[config.mk]
export PLATFORM = sky130hd
export DESIGN_NAME = alu_arbiter_flat
export DESIGN_NICKNAME = d
export VERILOG_FILES = /design/src/rtl/alu_pkg.sv /design/src/rtl/alu_arbiter_if.sv /design/src/rtl/alu_rsp_slot.sv /design/src/rtl/alu_arbiter.sv /design/src/flat_wrapper.sv
export SDC_FILE = /design/constraint.sdc
export NUM_CORES = 1
export LEC_CHECK = 0
export CAP_MARGIN = 20
export CORE_AREA = 2 2 120 122
export CTS_CLUSTER_DIAMETER = 30
export DETAILED_ROUTE_END_ITERATION = 12
export DIE_AREA = 0 0 122 124
export PLACE_DENSITY_LB_ADDON = 0.12
export SYNTH_ARGS = -nofsm -noshare
export SYNTH_HDL_FRONTEND = slang
export SYNTH_SLANG_ARGS = --single-unit
[constraint.sdc]
create_clock -name CLK -period 3.3 [get_ports CLK]
set_clock_uncertainty 0.1 [all_clocks]
set_input_delay 0.99 -clock CLK [delete_from_list [all_inputs] [get_ports CLK]]
set_output_delay 0.99 -clock CLK [all_outputs]
set_load 0.02 [all_outputs]
[src/rtl/alu_pkg.sv]
// Shared constants and types for the ALU arbiter slice: bus widths,
// ALU control codes and the 1-bit port index used by the round-robin pointer.
package alu_pkg;
    localparam int WIDTH = 32;
    localparam int CTRLW = 4;

    localparam logic [CTRLW-1:0] ALU_ADD  = 4'd2;
    localparam logic [CTRLW-1:0] ALU_SRL  = 4'd4;
    localparam logic [CTRLW-1:0] ALU_SUB  = 4'd6;
    localparam logic [CTRLW-1:0] ALU_SLT  = 4'd7;
    localparam logic [CTRLW-1:0] ALU_ADDU = 4'd8;
    localparam logic [CTRLW-1:0] ALU_SUBU = 4'd9;
    localparam logic [CTRLW-1:0] ALU_XOR  = 4'd10;
    localparam logic [CTRLW-1:0] ALU_SLTU = 4'd11;
    localparam logic [CTRLW-1:0] ALU_NOR  = 4'd12;
    localparam logic [CTRLW-1:0] ALU_SRA  = 4'd13;
    localparam logic [CTRLW-1:0] ALU_LUI  = 4'd14;

    typedef enum logic {
        PORT0 = 1'b0,
        PORT1 = 1'b1
    } port_idx_t;
endpackage

[src/rtl/alu_arbiter_if.sv]
// Bundle of the two requester ports, their response ports and the shared-ALU
// connection. The master side is the parent; the slave side is the arbiter.
interface alu_arbiter_if;
    logic                        ReqValid0, ReqValid1;
    logic                        ReqReady0, ReqReady1;
    logic [alu_pkg::WIDTH-1:0]   ReqA0, ReqA1;
    logic [alu_pkg::WIDTH-1:0]   ReqB0, ReqB1;
    logic [alu_pkg::CTRLW-1:0]   ReqCtrl0, ReqCtrl1;
    logic                        RspValid0, RspValid1;
    logic                        RspReady0, RspReady1;
    logic [alu_pkg::WIDTH-1:0]   RspW0, RspW1;
    logic                        RspZero0, RspZero1;
    logic [alu_pkg::WIDTH-1:0]   AluBusA, AluBusB;
    logic [alu_pkg::CTRLW-1:0]   AluCtrl;
    logic [alu_pkg::WIDTH-1:0]   AluBusW;
    logic                        AluZero;

    modport master (
        output ReqValid0, ReqValid1, ReqA0, ReqA1, ReqB0, ReqB1, ReqCtrl0, ReqCtrl1,
        output RspReady0, RspReady1, AluBusW, AluZero,
        input  ReqReady0, ReqReady1, RspValid0, RspValid1, RspW0, RspW1,
        input  RspZero0, RspZero1, AluBusA, AluBusB, AluCtrl
    );

    modport slave (
        input  ReqValid0, ReqValid1, ReqA0, ReqA1, ReqB0, ReqB1, ReqCtrl0, ReqCtrl1,
        input  RspReady0, RspReady1, AluBusW, AluZero,
        output ReqReady0, ReqReady1, RspValid0, RspValid1, RspW0, RspW1,
        output RspZero0, RspZero1, AluBusA, AluBusB, AluCtrl
    );
endinterface

[src/rtl/alu_rsp_slot.sv]
// One-entry response buffer: captures {Zero, W} on load, holds it until the
// consumer takes it, and reports whether a new result can be written this cycle.
module alu_rsp_slot
    import alu_pkg::*;
(
    input  logic             clk,
    input  logic             srst,
    input  logic             i_load,
    input  logic             i_rsp_ready,
    input  logic             i_zero,
    input  logic [WIDTH-1:0] i_w,
    output logic             o_rsp_valid,
    output logic [WIDTH-1:0] o_rsp_w,
    output logic             o_rsp_zero,
    output logic             o_can_load
);
    logic             r_valid;
    logic [WIDTH-1:0] r_w;
    logic             r_zero;

    // A full slot being drained this cycle can be refilled on the same edge.
    assign o_can_load  = ~r_valid | i_rsp_ready;
    assign o_rsp_valid = r_valid;
    assign o_rsp_w     = r_w;
    assign o_rsp_zero  = r_zero;

    always_ff @(posedge clk) begin
        if (srst) begin
            r_valid <= 1'b0;
            r_w     <= '0;
            r_zero  <= 1'b0;
        end else if (i_load) begin
            r_valid <= 1'b1;
            r_w     <= i_w;
            r_zero  <= i_zero;
        end else if (r_valid && i_rsp_ready) begin
            // Data is left stale on a plain drain.
            r_valid <= 1'b0;
        end
    end
endmodule

[src/rtl/alu_arbiter.sv]
// Round-robin arbiter sharing one combinational ALU between two requesters;
// each port gets its result through a one-entry response slot.
module alu_arbiter
    import alu_pkg::*;
(
    input  logic         CLK,
    input  logic         Reset,
    alu_arbiter_if.slave bus
);
    logic [1:0]       w_req_valid;
    logic [1:0]       w_rsp_ready;
    logic [1:0]       w_can_load;
    logic [1:0]       w_eligible;
    logic [1:0]       w_grant;
    logic [1:0]       w_rsp_valid;
    logic [1:0]       w_rsp_zero;
    logic [WIDTH-1:0] w_req_a  [2];
    logic [WIDTH-1:0] w_req_b  [2];
    logic [CTRLW-1:0] w_req_ctrl [2];
    logic [WIDTH-1:0] w_rsp_w  [2];
    logic             w_any;
    port_idx_t        w_winner;
    port_idx_t        r_last;

    assign w_req_valid   = {bus.ReqValid1, bus.ReqValid0};
    assign w_rsp_ready   = {bus.RspReady1, bus.RspReady0};
    assign w_req_a[0]    = bus.ReqA0;
    assign w_req_a[1]    = bus.ReqA1;
    assign w_req_b[0]    = bus.ReqB0;
    assign w_req_b[1]    = bus.ReqB1;
    assign w_req_ctrl[0] = bus.ReqCtrl0;
    assign w_req_ctrl[1] = bus.ReqCtrl1;

    assign w_eligible = w_req_valid & w_can_load & {2{~Reset}};
    assign w_any      = |w_eligible;

    always_comb begin
        w_winner = PORT0;
        if (&w_eligible) begin
            w_winner = (r_last == PORT0) ? PORT1 : PORT0;
        end else if (w_eligible[1]) begin
            w_winner = PORT1;
        end
        w_grant = {w_any && (w_winner == PORT1), w_any && (w_winner == PORT0)};
    end

    // Idle ALU inputs are forced to zero so nothing downstream toggles without a grant.
    always_comb begin
        bus.AluBusA = '0;
        bus.AluBusB = '0;
        bus.AluCtrl = '0;
        if (w_any) begin
            bus.AluBusA = (w_winner == PORT1) ? w_req_a[1]    : w_req_a[0];
            bus.AluBusB = (w_winner == PORT1) ? w_req_b[1]    : w_req_b[0];
            bus.AluCtrl = (w_winner == PORT1) ? w_req_ctrl[1] : w_req_ctrl[0];
        end
    end

    always_ff @(posedge CLK) begin
        if (Reset) begin
            r_last <= PORT1;
        end else if (w_any) begin
            r_last <= w_winner;
        end
    end

    genvar gi;
    generate
        for (gi = 0; gi < 2; gi++) begin : g_slot
            alu_rsp_slot u_slot (
                .clk         (CLK),
                .srst        (Reset),
                .i_load      (w_grant[gi]),
                .i_rsp_ready (w_rsp_ready[gi]),
                .i_zero      (bus.AluZero),
                .i_w         (bus.AluBusW),
                .o_rsp_valid (w_rsp_valid[gi]),
                .o_rsp_w     (w_rsp_w[gi]),
                .o_rsp_zero  (w_rsp_zero[gi]),
                .o_can_load  (w_can_load[gi])
            );
        end
    endgenerate

    assign bus.ReqReady0 = w_grant[0];
    assign bus.ReqReady1 = w_grant[1];
    assign bus.RspValid0 = w_rsp_valid[0];
    assign bus.RspValid1 = w_rsp_valid[1];
    assign bus.RspW0     = w_rsp_w[0];
    assign bus.RspW1     = w_rsp_w[1];
    assign bus.RspZero0  = w_rsp_zero[0];
    assign bus.RspZero1  = w_rsp_zero[1];
endmodule

[src/flat_wrapper.sv]
// flat-port wrapper written by rule: the top's interface ports become plain ports
module alu_arbiter_flat import alu_pkg::*;
  (CLK, Reset, bus_ReqValid0, bus_ReqValid1, bus_ReqA0, bus_ReqA1, bus_ReqB0, bus_ReqB1, bus_ReqCtrl0, bus_ReqCtrl1, bus_RspReady0, bus_RspReady1, bus_AluBusW, bus_AluZero, bus_ReqReady0, bus_ReqReady1, bus_RspValid0, bus_RspValid1, bus_RspW0, bus_RspW1, bus_RspZero0, bus_RspZero1, bus_AluBusA, bus_AluBusB, bus_AluCtrl);
  alu_arbiter_if bus_i ();
  input  logic CLK;
  input  logic Reset;
  input wire logic [$bits(bus_i.ReqValid0)-1:0] bus_ReqValid0;
  input wire logic [$bits(bus_i.ReqValid1)-1:0] bus_ReqValid1;
  input wire logic [$bits(bus_i.ReqA0)-1:0] bus_ReqA0;
  input wire logic [$bits(bus_i.ReqA1)-1:0] bus_ReqA1;
  input wire logic [$bits(bus_i.ReqB0)-1:0] bus_ReqB0;
  input wire logic [$bits(bus_i.ReqB1)-1:0] bus_ReqB1;
  input wire logic [$bits(bus_i.ReqCtrl0)-1:0] bus_ReqCtrl0;
  input wire logic [$bits(bus_i.ReqCtrl1)-1:0] bus_ReqCtrl1;
  input wire logic [$bits(bus_i.RspReady0)-1:0] bus_RspReady0;
  input wire logic [$bits(bus_i.RspReady1)-1:0] bus_RspReady1;
  input wire logic [$bits(bus_i.AluBusW)-1:0] bus_AluBusW;
  input wire logic [$bits(bus_i.AluZero)-1:0] bus_AluZero;
  output wire logic [$bits(bus_i.ReqReady0)-1:0] bus_ReqReady0;
  output wire logic [$bits(bus_i.ReqReady1)-1:0] bus_ReqReady1;
  output wire logic [$bits(bus_i.RspValid0)-1:0] bus_RspValid0;
  output wire logic [$bits(bus_i.RspValid1)-1:0] bus_RspValid1;
  output wire logic [$bits(bus_i.RspW0)-1:0] bus_RspW0;
  output wire logic [$bits(bus_i.RspW1)-1:0] bus_RspW1;
  output wire logic [$bits(bus_i.RspZero0)-1:0] bus_RspZero0;
  output wire logic [$bits(bus_i.RspZero1)-1:0] bus_RspZero1;
  output wire logic [$bits(bus_i.AluBusA)-1:0] bus_AluBusA;
  output wire logic [$bits(bus_i.AluBusB)-1:0] bus_AluBusB;
  output wire logic [$bits(bus_i.AluCtrl)-1:0] bus_AluCtrl;
  assign bus_i.ReqValid0 = bus_ReqValid0;
  assign bus_i.ReqValid1 = bus_ReqValid1;
  assign bus_i.ReqA0 = bus_ReqA0;
  assign bus_i.ReqA1 = bus_ReqA1;
  assign bus_i.ReqB0 = bus_ReqB0;
  assign bus_i.ReqB1 = bus_ReqB1;
  assign bus_i.ReqCtrl0 = bus_ReqCtrl0;
  assign bus_i.ReqCtrl1 = bus_ReqCtrl1;
  assign bus_i.RspReady0 = bus_RspReady0;
  assign bus_i.RspReady1 = bus_RspReady1;
  assign bus_i.AluBusW = bus_AluBusW;
  assign bus_i.AluZero = bus_AluZero;
  assign bus_ReqReady0 = bus_i.ReqReady0;
  assign bus_ReqReady1 = bus_i.ReqReady1;
  assign bus_RspValid0 = bus_i.RspValid0;
  assign bus_RspValid1 = bus_i.RspValid1;
  assign bus_RspW0 = bus_i.RspW0;
  assign bus_RspW1 = bus_i.RspW1;
  assign bus_RspZero0 = bus_i.RspZero0;
  assign bus_RspZero1 = bus_i.RspZero1;
  assign bus_AluBusA = bus_i.AluBusA;
  assign bus_AluBusB = bus_i.AluBusB;
  assign bus_AluCtrl = bus_i.AluCtrl;
  alu_arbiter u_core (.CLK(CLK), .Reset(Reset), .bus(bus_i));
endmodule
==> results.sh, run 1 <==
export IMPL_yosys_cell_types_count=20
export IMPL_critPathKind="input port to output port"
export IMPL_post_route_drc_count=0
export IMPL_cts_made_buffers=9
export IMPL_antenna_found_initial=1
export IMPL_netlist_top_cells_area="dfxtp_1 (40%), a32o_1 (20%), mux2i_1 (19%)"
export IMPL_track_usage_pct=22.27
export IMPL_synth_area_um2=3431
export IMPL_worstReg2RegEnd="u_core.g_slot[0].u_slot.o_rsp_w[11]$_SDFFE_PP0P_"
export IMPL_ff2ff_setup_slack_ps=1390
export IMPL_fin_hold_ws_ps=354.6
export IMPL_dieHeight_um=124
export IMPL_synth_edff_count=0
export IMPL_syn_to_final_growth_pct=129.2
export IMPL_hold_class="flop to flop"
export IMPL_clk_pin_slew_worst_paths_ps=50
export IMPL_hpwl_mm=12.68
export IMPL_setup_viol=41
export IMPL_place_congestion=0.8705
export IMPL_grt_pass1_wl_mm=25.38
export IMPL_worstMarginPinSlew_ps=793.3
export IMPL_synth_cells=361
export IMPL_ys_async_sr_fraction_pct=0
export IMPL_syn_nets=536
export IMPL_ant_nets=0
export IMPL_grt_pass1_vias=4402
export IMPL_drt_wirelength_per_cell_um=21.29
export IMPL_synth_most_common_cell="nand2_1"
export IMPL_fmax_ghz=0.2904
export IMPL_arrival_ps=2350
export IMPL_instances_no_fill=874
export IMPL_drt_initial_drc_count=276
export IMPL_fillerInstances=1146
export IMPL_clockPowerShare_pct=36.1
export IMPL_switching_share_pct=27.18
export IMPL_clk_latency_ps=320
export IMPL_violations="setup timing"
export IMPL_grt_max_degree=85
export IMPL_rsz0062_at_grt="true"
export IMPL_min_from="u_core.g_slot[1].u_slot.o_rsp_w[4]$_SDFFE_PP0P_"
export IMPL_startpoint_type="input port"
export IMPL_root_buffer="clkbuf_16"
export IMPL_status="finished, violations left"
export IMPL_synth_common_cells="nand2_1 (99), dfxtp_1 (69), a32o_1 (68)"
export IMPL_start_util_pct=25.01
export IMPL_drive_gt1_share_pct=26.84
export IMPL_r2r_start="u_core.g_slot[1].u_slot.o_rsp_valid$_SDFFE_PP0P_"
export IMPL_synth_seq_cells=69
export IMPL_via_per_inst=5.016
export IMPL_switching_power_uw=840.4
export IMPL_crit_path_end_kind="output port"
export IMPL_hold_path_depth=2
export IMPL_synth_largest_area_cell="dfxtp_1"
export IMPL_p_seq_share_pct=29.6
export IMPL_setup_tns_final_ps=-2879
export IMPL_period_share_pct=104.4
export IMPL_p_leak_nw=3.524
export IMPL_reg2regPathDepth=5
export IMPL_synth_top_area_share_pct=40.26
export IMPL_dieArea_um2=15130
export IMPL_num_rows=43
export IMPL_grt_ovfl_total=0
export IMPL_combPwrFrac_pct=34.3
export IMPL_cts_buffer_depth=2
export IMPL_io_buffers=312
export IMPL_p_total_mw=3.092
export IMPL_powerDensity_nw_per_um2=393.1
export IMPL_die_w_um=122
export IMPL_drv_cap=0
export IMPL_cts_tree="built"
export IMPL_coreArea_um2=13720
export IMPL_drt_first_pass_iters=5
export IMPL_num_io_pins=313
export IMPL_critPathMaxFanout=7
export IMPL_clock_sinks=69
export IMPL_report_final_hold_viol_count=0
export IMPL_ir_drop_v=0.0003137
export IMPL_final_max_slew_viol_count=0
export IMPL_p_int_mw=2.251
export IMPL_yosysWarningCount=0
export IMPL_ys_seq_area_share_pct=40.26
export IMPL_fin_ws_ps=-144.0
export IMPL_synthFlopType="dfxtp_1"
export IMPL_worstHoldEndpoint="u_core.g_slot[1].u_slot.o_rsp_w[4]$_SDFFE_PP0P_"
export IMPL_placedCellCount=832
export IMPL_required_ps=2210
export IMPL_finalCriticalPeriod_ps=3444
export IMPL_num_vias=4384
export IMPL_avgSynthCellArea_um2=9.504
export IMPL_cts_htree_levels=3
export IMPL_wl_mm=18.61
export IMPL_nNetsFinal=863
export IMPL_maxSlewHeadroom_pct=47.11
==> critical path: stages <==
cell      delay (ps)
buf_6             90
nor2b_4          130
a311oi_4         330
buf_6            170
buf_6            130
buf_16           130
a32o_2           240
buf_12           130
==> cell type report <==
| class | instances | area (um^2) | share of cell area, % |
|---|---|---|---|
| timing repair inverter | 1 | 8.758 | 0.1114 |
| tap | 180 | 225.2 | 2.864 |
| sequential | 69 | 1381 | 17.56 |
| multi-input combinational | 248 | 1942 | 24.69 |
| clock buffer | 11 | 242.7 | 3.086 |
| antenna | 1 | 2.502 | 0.03182 |
| timing repair buffer | 355 | 3923 | 49.87 |
| clock inverter | 5 | 106.4 | 1.352 |
| inverter | 4 | 33.78 | 0.4295 |
==> timing repair <==
item                                   in CTS  in global routing
pin swaps                                  31                 16
cloned                                     12                  2
setup endpoints to repair                  70                 70
endpoints found under the hold margin       0                  0
setup buffers                              12                  0
hold buffers                                0                  0
gates resized for setup                   402                 89
==> power groups by stage <==
stage / clock network (mW) / logic [mW] / registers, mW
floorplan: 0 / 0.319 / 0.993
global placement: 0 / 0.887 / 0.930
detailed placement: 0 / 0.896 / 0.932
CTS: 1.14 / 1.01 / 0.916
global route: 1.18 / 1.11 / 0.921
finish: 1.11 / 1.06 / 0.915
==> layer usage <==
layer	vias up	share of wire, %	track usage (%)
li1	2013	-	-
met1	2067	34	21.77
met2	250	53	42.39
met3	54	8.3	6.319
met4	0	4.9	11.78
met5	-	0	0
==> flip-flops by register name, indices dropped and copies added (netlist names) <==
signal and flops:
u_core.g_slot.u_slot.o_rsp_zero 2, u_core.r_last 1, u_core.g_slot.u_slot.o_rsp_valid 2, u_core.g_slot.u_slot.o_rsp_w 64
==> worst max-delay path by stage <==
stage             startpoint              end  slack, ps  cells after the start
6_report       bus_ReqValid0   bus_AluCtrl[2]       -140                      8
3_5_place_dp           Reset  bus_AluBusB[27]       -940                      6
5_1_grt        bus_ReqValid0   bus_AluCtrl[2]       -170                      8
4_1_cts        bus_RspReady0   bus_AluCtrl[2]       -130                      8
3_3_place_gp           Reset  bus_AluBusB[31]       -920                      6
2_1_floorplan  bus_RspReady0  bus_AluBusA[19]        100                      5
==> metrics by stage <==
| step | setup WS (ps) | cell area (um^2) | util, % |
|---|---|---|---|
| 2_1_floorplan | 95.56 | 3431 | - |
| 3_3_place_gp | -916.4 | 6819 | 49.70 |
| 3_5_place_dp | -941.4 | 6819 | 49.70 |
| 4_1_cts | -132.8 | 7614 | 55.49 |
| 5_1_grt | -171.7 | 7865 | 57.33 |
| 6_report | -144.0 | 7865 | 57.33 |
==> placed cells by master (no fill, tap or decap), types with 2 or more instances in the layout <==
cell type        instances
inv_6                    2
a32o_1                  24
buf_12                  12
buf_8                    2
buf_4                   16
dfxtp_1                 69
nor2b_4                  2
a21oi_1                  2
nand2b_1                 2
bufinv_16                3
clkdlybuf4s50_1        237
clkbuf_16               11
buf_6                   72
mux2i_1                 66
o311ai_4                 2
a32o_2                  44
nand2_1                 99
buf_2                    2
buf_16                  10
inv_4                    2
==> kinds of logic after synthesis <==
logic type             share of synthesized area, %
AOI/OAI and AO/OA                             21.70
and+or+nand+nor                               12.04
buffers and inverters                         6.747
DFF                                           40.26
muxes                                         19.26
No activity file was read; power rests on OpenSTA's default activity.
==> inputs of run 2 (changes only) <==
- CAP_MARGIN: 20 -> 40
- PLACE_DENSITY: default -> 0.67
- PLACE_DENSITY_LB_ADDON: 0.12 -> default
==> results.sh, run 2 (synthesis gave the netlist of run 1 again) <==
export IMPL_die_w_um=122
export IMPL_period_share_pct=104.1
export IMPL_hpwl_mm=12.72
export IMPL_via_per_inst=4.970
export IMPL_status="finished, violations left"
export IMPL_maxSlewHeadroom_pct=55.11
export IMPL_instances_no_fill=870
export IMPL_drt_initial_drc_count=162
export IMPL_drv_cap=0
export IMPL_crit_path_end_kind="output port"
export IMPL_report_final_hold_viol_count=0
export IMPL_setup_tns_final_ps=-3584
export IMPL_p_leak_nw=3.462
export IMPL_syn_to_final_growth_pct=122.8
export IMPL_fin_ws_ps=-136.6
export IMPL_arrival_ps=2350
export IMPL_place_congestion=0.9431
export IMPL_drt_wirelength_per_cell_um=20.84
export IMPL_fin_area_um2=7642
export IMPL_worstMarginPinSlew_ps=673.4
export IMPL_coreArea_um2=13720
export IMPL_ir_drop_v=0.0003189
export IMPL_worstReg2RegEnd="u_core.g_slot[0].u_slot.o_rsp_w[2]$_SDFFE_PP0P_"
export IMPL_placedCellCount=831
export IMPL_grt_max_degree=71
export IMPL_wl_mm=18.13
export IMPL_cts_tree="built"
export IMPL_dieArea_um2=15130
export IMPL_worstHoldEndpoint="u_core.g_slot[1].u_slot.o_rsp_w[1]$_SDFFE_PP0P_"
export IMPL_setup_viol=63
export IMPL_fillerInstances=1209
export IMPL_hold_class="flop to flop"
export IMPL_antenna_found_initial=6
export IMPL_dieHeight_um=124
export IMPL_cts_htree_levels=3
export IMPL_hold_path_depth=2
export IMPL_drt_first_pass_iters=4
export IMPL_postCtsHoldBufs=0
export IMPL_fmax_ghz=0.2910
export IMPL_required_ps=2210
export IMPL_post_route_drc_count=0
export IMPL_startpoint_type="input port"
export IMPL_fin_hold_ws_ps=352.3
export IMPL_critPathMaxFanout=12
export IMPL_start_util_pct=25.01
export IMPL_num_vias=4324
export IMPL_drive_gt1_share_pct=26.93
export IMPL_final_max_slew_viol_count=0
export IMPL_root_buffer="clkbuf_16"
export IMPL_p_total_mw=2.833
export IMPL_track_usage_pct=22.04
export IMPL_grt_pass1_vias=4444
export IMPL_num_io_pins=313
export IMPL_layout_common_cells="clkdlybuf4s50_1 (237), nand2_1 (99), dfxtp_1 (69)"
export IMPL_reg2regPathDepth=4
export IMPL_critPathKind="input port to output port"
export IMPL_io_buffers=312
export IMPL_min_from="u_core.g_slot[1].u_slot.o_rsp_w[1]$_SDFFE_PP0P_"
export IMPL_r2r_start="u_core.g_slot[1].u_slot.o_rsp_valid$_SDFFE_PP0P_"
export IMPL_nNetsFinal=860
export IMPL_clk_pin_slew_worst_paths_ps=50
export IMPL_grt_ovfl_total=0
export IMPL_cts_buffer_depth=2
export IMPL_grt_pass1_wl_mm=25.00
export IMPL_powerDensity_nw_per_um2=370.7
export IMPL_placed_area_um2=6789
export IMPL_violations="setup timing"
export IMPL_clk_latency_ps=330
export IMPL_rsz0062_at_grt="true"
export IMPL_num_rows=43
export IMPL_ff2ff_setup_slack_ps=1440
export IMPL_finalCriticalPeriod_ps=3437
export IMPL_cts_made_buffers=9
export IMPL_largest_reg_flops=64
export IMPL_clock_sinks=69
export IMPL_ant_nets=0
export IMPL_layout_commonest_cell="clkdlybuf4s50_1"
## run 2: changes by cell type in the layout (fill, tap and decap cells not counted), sizes merged, moves of 2 or more
cell    before  now
bufinv       4    1
clkbuf      14   11
clkinv       0    2
diode        1    3
## run 2: metrics by stage
| stage | setup WS, ps | util (%) |
|---|---|---|
| after detailed placement | -989.6 | 49.48 |
| after global placement | -951.0 | 49.48 |
| after global routing | -151.0 | 55.70 |
| after CTS | -115.1 | 55.16 |
| after floorplan | 95.56 | - |
| final | -136.6 | 55.70 |
## run 2: worst max path at each step
| stage | slack [ps] | cells after the start | startpoint | endpoint |
|---|---|---|---|---|
| 2_1_floorplan | 100 | 5 | bus_RspReady0 | bus_AluBusA[19] |
| 3_3_place_gp | -950 | 6 | Reset | bus_AluBusA[2] |
| 3_5_place_dp | -990 | 7 | bus_ReqValid0 | bus_AluCtrl[2] |
| 4_1_cts | -120 | 9 | bus_ReqValid0 | bus_AluBusB[4] |
| 5_1_grt | -150 | 8 | bus_RspReady0 | bus_AluBusB[4] |
| 6_report | -140 | 8 | bus_RspReady0 | bus_AluBusB[4] |
## run 2: repair_timing
action | 4_1_cts | 5_1_grt
gates resized for setup | 418 | 56
gates cloned | 9 | 1
pin swaps | 31 | 29
endpoints found under the setup margin | 70 | 63
setup buffers | 14 | 2
## run 2: cell type report
cell class / instances / area [um^2] / area share, %
clock buffer: 10 / 229.0 / 2.996
inverter: 4 / 22.52 / 0.2947
antenna: 3 / 7.507 / 0.09823
clock inverter: 3 / 40.04 / 0.5239
sequential: 69 / 1381 / 18.07
multi-input combinational: 248 / 1949 / 25.51
timing repair buffer: 353 / 3787 / 49.56
tap: 180 / 225.2 / 2.947
## run 2: critical path, stage by stage
cell,delay [ps]
buf_6,90
nand2b_4,150
a311oi_4,290
buf_6,160
buf_12,130
buf_8,160
a32o_1,210
buf_4,150
## run 2: report_power, final
group          internal (mW)  total, mW  switching (mW)
registers              0.887      0.917          0.0301
logic                  0.580       1.03           0.448
clock network          0.568      0.888           0.320
## run 2: per-layer routing
layer / vias up / wire (um) / GRT usage, %
met3: 41 / 1875 / 8.013
met2: 226 / 9337 / 41.06
met4: 4 / 559 / 8.836
li1: 2001 / - / -
met1: 2052 / 6339 / 22.28
met5: - / 18 / 0
==> RTL change 1, RTL diff (flow settings as in run 1) <==
Reset style: asynchronous (`Reset` and `srst`), changed in 2 clocked blocks.
--- a/src/rtl/alu_rsp_slot.sv
+++ b/src/rtl/alu_rsp_slot.sv
@@ -25,5 +25,5 @@
     assign o_rsp_zero  = r_zero;
 
-    always_ff @(posedge clk) begin
+    always_ff @(posedge clk or posedge srst) begin
         if (srst) begin
             r_valid <= 1'b0;
--- a/src/rtl/alu_arbiter.sv
+++ b/src/rtl/alu_arbiter.sv
@@ -57,5 +57,5 @@
     end
 
-    always_ff @(posedge CLK) begin
+    always_ff @(posedge CLK or posedge Reset) begin
         if (Reset) begin
             r_last <= PORT1;
Check against the original RTL: differs if Reset is asserted again (counterexample within 4 cycles, from zero or initial values and one cycle with Reset high); with Reset held inactive, the same outputs for 10 cycles.
==> RTL change 1 against run 1 <==
The flow still finishes with violations (setup timing). Cell count grew 2.9%. Area after synthesis grew 13%. Clock power shrank 11%. Worst setup slack gained 0.14 ns. Sequential cell count is the same. Final area grew 6.4%. Via count grew 0.73%. Count of clock-buffer cells in the layout grew 2. Wire length shrank 3.1%. Power grew 38%.
==> RTL change 1: results (changes against run 1) <==
| Metric | Value |
|---|---|
| Sequential element share of the synthesized area | 44.53% (+4.3 points) |
| Rel. slew slack | 41.90% (-5.2 points) |
| Non-clk buf share | 41.67% (-8.2 points) |
| Fillers | 1168 (+1.9%) |
| P_clk | 0.988 mW (-11%) |
| Compound-Gate Fraction of Synth Area | 16.87% (-4.8 points) |
| Inserted Diodes | 0 (-1) |
| Fraction of area in multi-input gates | 28.03% (+3.3 points) |
| Failing checks | setup timing |
| Async SR Flop Fraction | 100.0% (+100 points) |
| Vias | 4416 (+0.73%) |
| Global-route wire length before repair | 25740 µm (+1.4%) |
| Final worst slack | -0.008782 ns (+0.1352 ns) |
| Final cell count without fillers | 899 (+2.9%) |
| Mux share of post-synthesis cell area | 19.16% (-0.10 points) |
| LEAKAGE | 3.590 nW (+1.9%) |
| Sequential share of power | 28.2% (-1.4 points) |
| Pre-antenna DRT Iters | 4 (-1) |
| Post-detail-place hpwl | 12170 µm (-4.0%) |
| Clock buffer cells | 13 (+2) |
| Synth cell count leaders | nand2_1 (71), inv_1 (70), dfrtp_1 (68), o32ai_1 (68), mux2_2 (55) |
| Largest net degree at the start of global routing | 70 (-18%) |
| Worst Path Max Fanout | 8 (+1) |
| Final-report setup violation count | 2 (-95%) |
| Syn nets | 569 (+6.2%) |
| Antenna violations before repair | 0 (-1) |
| Reg area | 0.001728 mm² (+25%) |
| Number of setup buffers added after CTS | 6 (-6) |
| #MultiIn Comb | 217 (-13%) |
| Sw Ratio | 33.90% (+6.7 points) |
| Clock buf/inv share | 3.739% (-0.70 points) |
| Iter 0 DRT Violations | 183 (-34%) |
| Synth area leader | dfrtp_1 |
| Logic inverters | 71 (+66) |
| Status | finished, violations left |
| Vias in the first global route | 4543 (+3.2%) |
| Post-Place Cells | 869 (+4.4%) |
| Non-CTS buffers | 346 (-2.5%) |
| Routability congestion estimate | 0.7936 (-8.8%) |
| Number of synthesis warnings | 0 (unchanged) |
| Final #Nets | 889 (+3.0%) |
| Mapped Cells | 394 (+9.1%) |
| Layout cells sized above 1 | 33.52% (+6.7 points) |
| Total GRT Usage | 22.20% (-0.068 points) |
| Crit path DAT | 2.22 ns (-0.13 ns) |
| Peak supply drop | 0.0004102 V (+31%) |
-- RTL change 1: critical path: stages --
cell and delay [ns]:
buf_6 0.09, nand2b_4 0.14, a211o_4 0.38, buf_12 0.17, buf_16 0.16, o32ai_2 0.10, buf_4 0.19
-- RTL change 1: layer usage --
layer  up-vias  track usage [%]  share of wire (%)
li1       2020                -                  -
met1      2155            23.31                 35
met2       204            41.41                 53
met3        37            7.921                9.5
met4         0            6.897                2.7
met5         -                0                  0
-- RTL change 1: metrics by stage --
step | instance area [µm²] | power (mW) | worst slack, ns | setup TNS (ns) | hold WS, ns
4_1_cts | 8006 | 4.225 | -0.02717 | -0.09519 | 0.3889
6_report | 8366 | 4.274 | -0.008782 | -0.009974 | 0.3831
5_1_grt | 8366 | 4.470 | -0.04249 | -0.6084 | 0.4054
3_3_place_gp | 7262 | 3.015 | -0.7577 | -49.36 | 0.3672
2_1_floorplan | 3890 | 2.051 | -0.1259 | -2.518 | 0.3856
3_5_place_dp | 7262 | 3.044 | -0.8057 | -51.11 | 0.3776
-- RTL change 1: path summary, 6_finish.rpt --
path | from | endpoint | slack [ns] | cells past startpoint
setup / recovery | bus_RspReady1 | bus_AluBusA[13] | -0.009 | 7
hold / removal | u_core.g_slot[0].u_slot.o_rsp_w[27] | u_core.g_slot[0].u_slot.o_rsp_w[27] | 0.38 | 1
setup reg to reg | u_core.r_last | u_core.g_slot[0].u_slot.o_rsp_w[0] | 1.06 | 6
hold reg to reg | u_core.g_slot[0].u_slot.o_rsp_w[27] | u_core.g_slot[0].u_slot.o_rsp_w[27] | 0.38 | 1
max in group asynchronous | Reset | u_core.g_slot[0].u_slot.o_rsp_w[9] | 1.36 | 4
min in group asynchronous | Reset | u_core.g_slot[1].u_slot.o_rsp_w[29] | 1.15 | 4
==> RTL change 2, RTL diff (flow settings as in run 1) <==
Without the edit above. The package constant `CTRLW` goes from 4 to 8.
--- a/src/rtl/alu_pkg.sv
+++ b/src/rtl/alu_pkg.sv
@@ -3,5 +3,5 @@
 package alu_pkg;
     localparam int WIDTH = 32;
-    localparam int CTRLW = 4;
+    localparam int CTRLW = 8;
 
     localparam logic [CTRLW-1:0] ALU_ADD  = 4'd2;
Interface: changed (resized bus_AluCtrl, bus_ReqCtrl0 and bus_ReqCtrl1); port bits go from 313 to 325. The function was not compared with the original's and may differ.
==> RTL change 2 against run 1 <==
The run still ends with setup timing left. Highest routed layer unchanged. Combinational power increased by 6%. Area after synthesis stayed put. Critical path type unchanged. Final area is 3.4% higher. Worst setup slack worse by 0.016 ns. Sequential cell count did not move. Wire length is 4.9% higher. Power down 0.94%. Global-route usage increased by 2.2 points.
==> RTL change 2: results (changes against run 1) <==
| Metric | Value |
|---|---|
| Class of the most critical hold timing path | flop to flop |
| Crit-path max cell delay | 0.28 ns (-0.05 ns) |
| Largest net degree at the start of global routing | 83 (-2.4%) |
| WL final | 19510 µm (+4.9%) |
| Synth cell count leaders | nand2_1 (99), a32o_1 (72), dfxtp_1 (69) |
| Fillers | 1181 (+3.1%) |
| Mapped Cells | 365 (+1.1%) |
| Slowest-stage cell, CP | a311oi_4 |
| Port Buf Inserts | 324 (+3.8%) |
| Routability congestion estimate | 0.9351 (+7.4%) |
| Antenna violations before repair | 6 (+5) |
| Worst-Margin Slew | 0.7690 ns (-0.02434 ns) |
| Final #Nets | 904 (+4.8%) |
| Pre-antenna DRT Iters | 4 (-1) |
| Peak supply drop | 0.0003510 V (+12%) |
| Global-route wire length before repair | 27210 µm (+7.2%) |
| Vias | 4463 (+1.8%) |
| TNS Setup | -6.031 ns (-3.153 ns) |
| # H-tree levels | 3 (unchanged) |
| Main area contributors after synthesis | dfxtp_1 (40%), a32o_1 (21%), mux2i_1 (19%) |
| Iter 0 DRT Violations | 195 (-29%) |
| Post-detail-place hpwl | 13840 µm (+9.1%) |
| DR WL/cell | 21.42 µm (+0.60%) |
| Final-report setup violation count | 67 (+63%) |
| Final worst slack | -0.1605 ns (-0.01650 ns) |
| Worst Path Max Fanout | 5 (-2) |
| Crit path DAT | 2.37 ns (+0.02 ns) |
| Clk Latency, worst-skew pair | 0.32 ns (about the same) |
| Total GRT Usage | 24.46% (+2.2 points) |
| LEAKAGE | 3.709 nW (+5.2%) |
| Post-synthesis cell type count | 20 (unchanged) |
| Clk buf depth | 2 (unchanged) |
| Status | finished, violations left |
| Post-Place Cells | 858 (+3.1%) |
| Family with the most delay on the worst path | buffers and inverters |
| Failing checks | setup timing |
| Worst r2r path cells | 9 (+4) |
| Vias in the first global route | 4607 (+4.7%) |
| Clock transition at the registers of the reported paths | 0.06 ns |
| Layout cells sized above 1 | 30.21% (+3.4 points) |
| DP Worst Slack | -0.9668 ns (-0.02547 ns) |
| Syn nets | 548 (+2.2%) |
| Compound-Gate Fraction of Synth Area | 22.87% (+1.2 points) |
| Mux share of post-synthesis cell area | 19.26% (unchanged) |
RTL change 2: cell count changes in the layout (fill, tap and decap cells not counted), moves of 2 or more:
cell / run 1 / this run
a32o_1: 24 / 16
a32o_2: 44 / 56
buf_16: 10 / 7
inv_6: 2 / 0
buf_4: 16 / 27
buf_12: 12 / 14
diode_2: 1 / 6
clkinv_4: 0 / 2
clkdlybuf4s50_1: 237 / 245
buf_6: 72 / 84
RTL change 2: worst register-to-register path, delay by kind of cell (launching register included):
kind | cells | cell delay, ns
flops | 1 | 0.33
simple gates | 1 | 0.15
mux | 1 | 0.22
buf+inv | 6 | 0.82
compound gates | 1 | 0.26
RTL change 2: final timing paths:
kind	start	to	slack, ns
max	bus_ReqValid0	bus_AluBusB[4]	-0.16
min	u_core.g_slot[1].u_slot.o_rsp_w[16]	u_core.g_slot[1].u_slot.o_rsp_w[16]	0.36
max reg2reg	u_core.g_slot[1].u_slot.o_rsp_valid	u_core.g_slot[1].u_slot.o_rsp_w[2]	1.34
min reg2reg	u_core.g_slot[1].u_slot.o_rsp_w[16]	u_core.g_slot[1].u_slot.o_rsp_w[16]	0.36
RTL change 2: layout make-up:
| cell class | count | area [µm²] | share of cell area [%] |
|---|---|---|---|
| antenna | 6 | 15.01 | 0.1846 |
| clock buffer | 10 | 239.0 | 2.938 |
| clock inverter | 5 | 85.08 | 1.046 |
| inverter | 4 | 22.52 | 0.2769 |
| multi-input combinational | 252 | 1997 | 24.55 |
| sequential | 69 | 1381 | 16.98 |
| tap | 180 | 225.2 | 2.769 |
| timing repair buffer | 385 | 4168 | 51.25 |
RTL change 2: per-layer routing:
metal | GRT usage (%) | part of all wire [%]
met2 | 42.84 | 50
met3 | 8.700 | 9.8
met4 | 8.190 | 2.2
met5 | 0 | 0
met1 | 27.67 | 38
RTL change 2: through the flow:
stage / cell area (µm²) / utilization [%] / power (mW)
6_report: 8133 / 59.28 / 3.062
5_1_grt: 8128 / 59.24 / 3.187
3_3_place_gp: 7122 / 51.91 / 1.874
4_1_cts: 8087 / 58.94 / 3.080
3_5_place_dp: 7122 / 51.91 / 1.883
2_1_floorplan: 3432 / - / 1.314
RTL change 2: report_power, final:
| group | internal [mW] | switching (mW) | total (mW) |
|---|---|---|---|
| Combinational | 0.640 | 0.478 | 1.12 |
| Sequential | 0.886 | 0.0293 | 0.916 |
| Clock | 0.680 | 0.349 | 1.03 |
RTL change 2: what timing repair did:
item / in CTS / in global routing
endpoints found under the setup margin: 74 / 73
pin swaps: 55 / 37
setup buffers: 24 / 4
cloned: 12 / 1
hold buffers: 0 / 0
resized for setup: 431 / 59
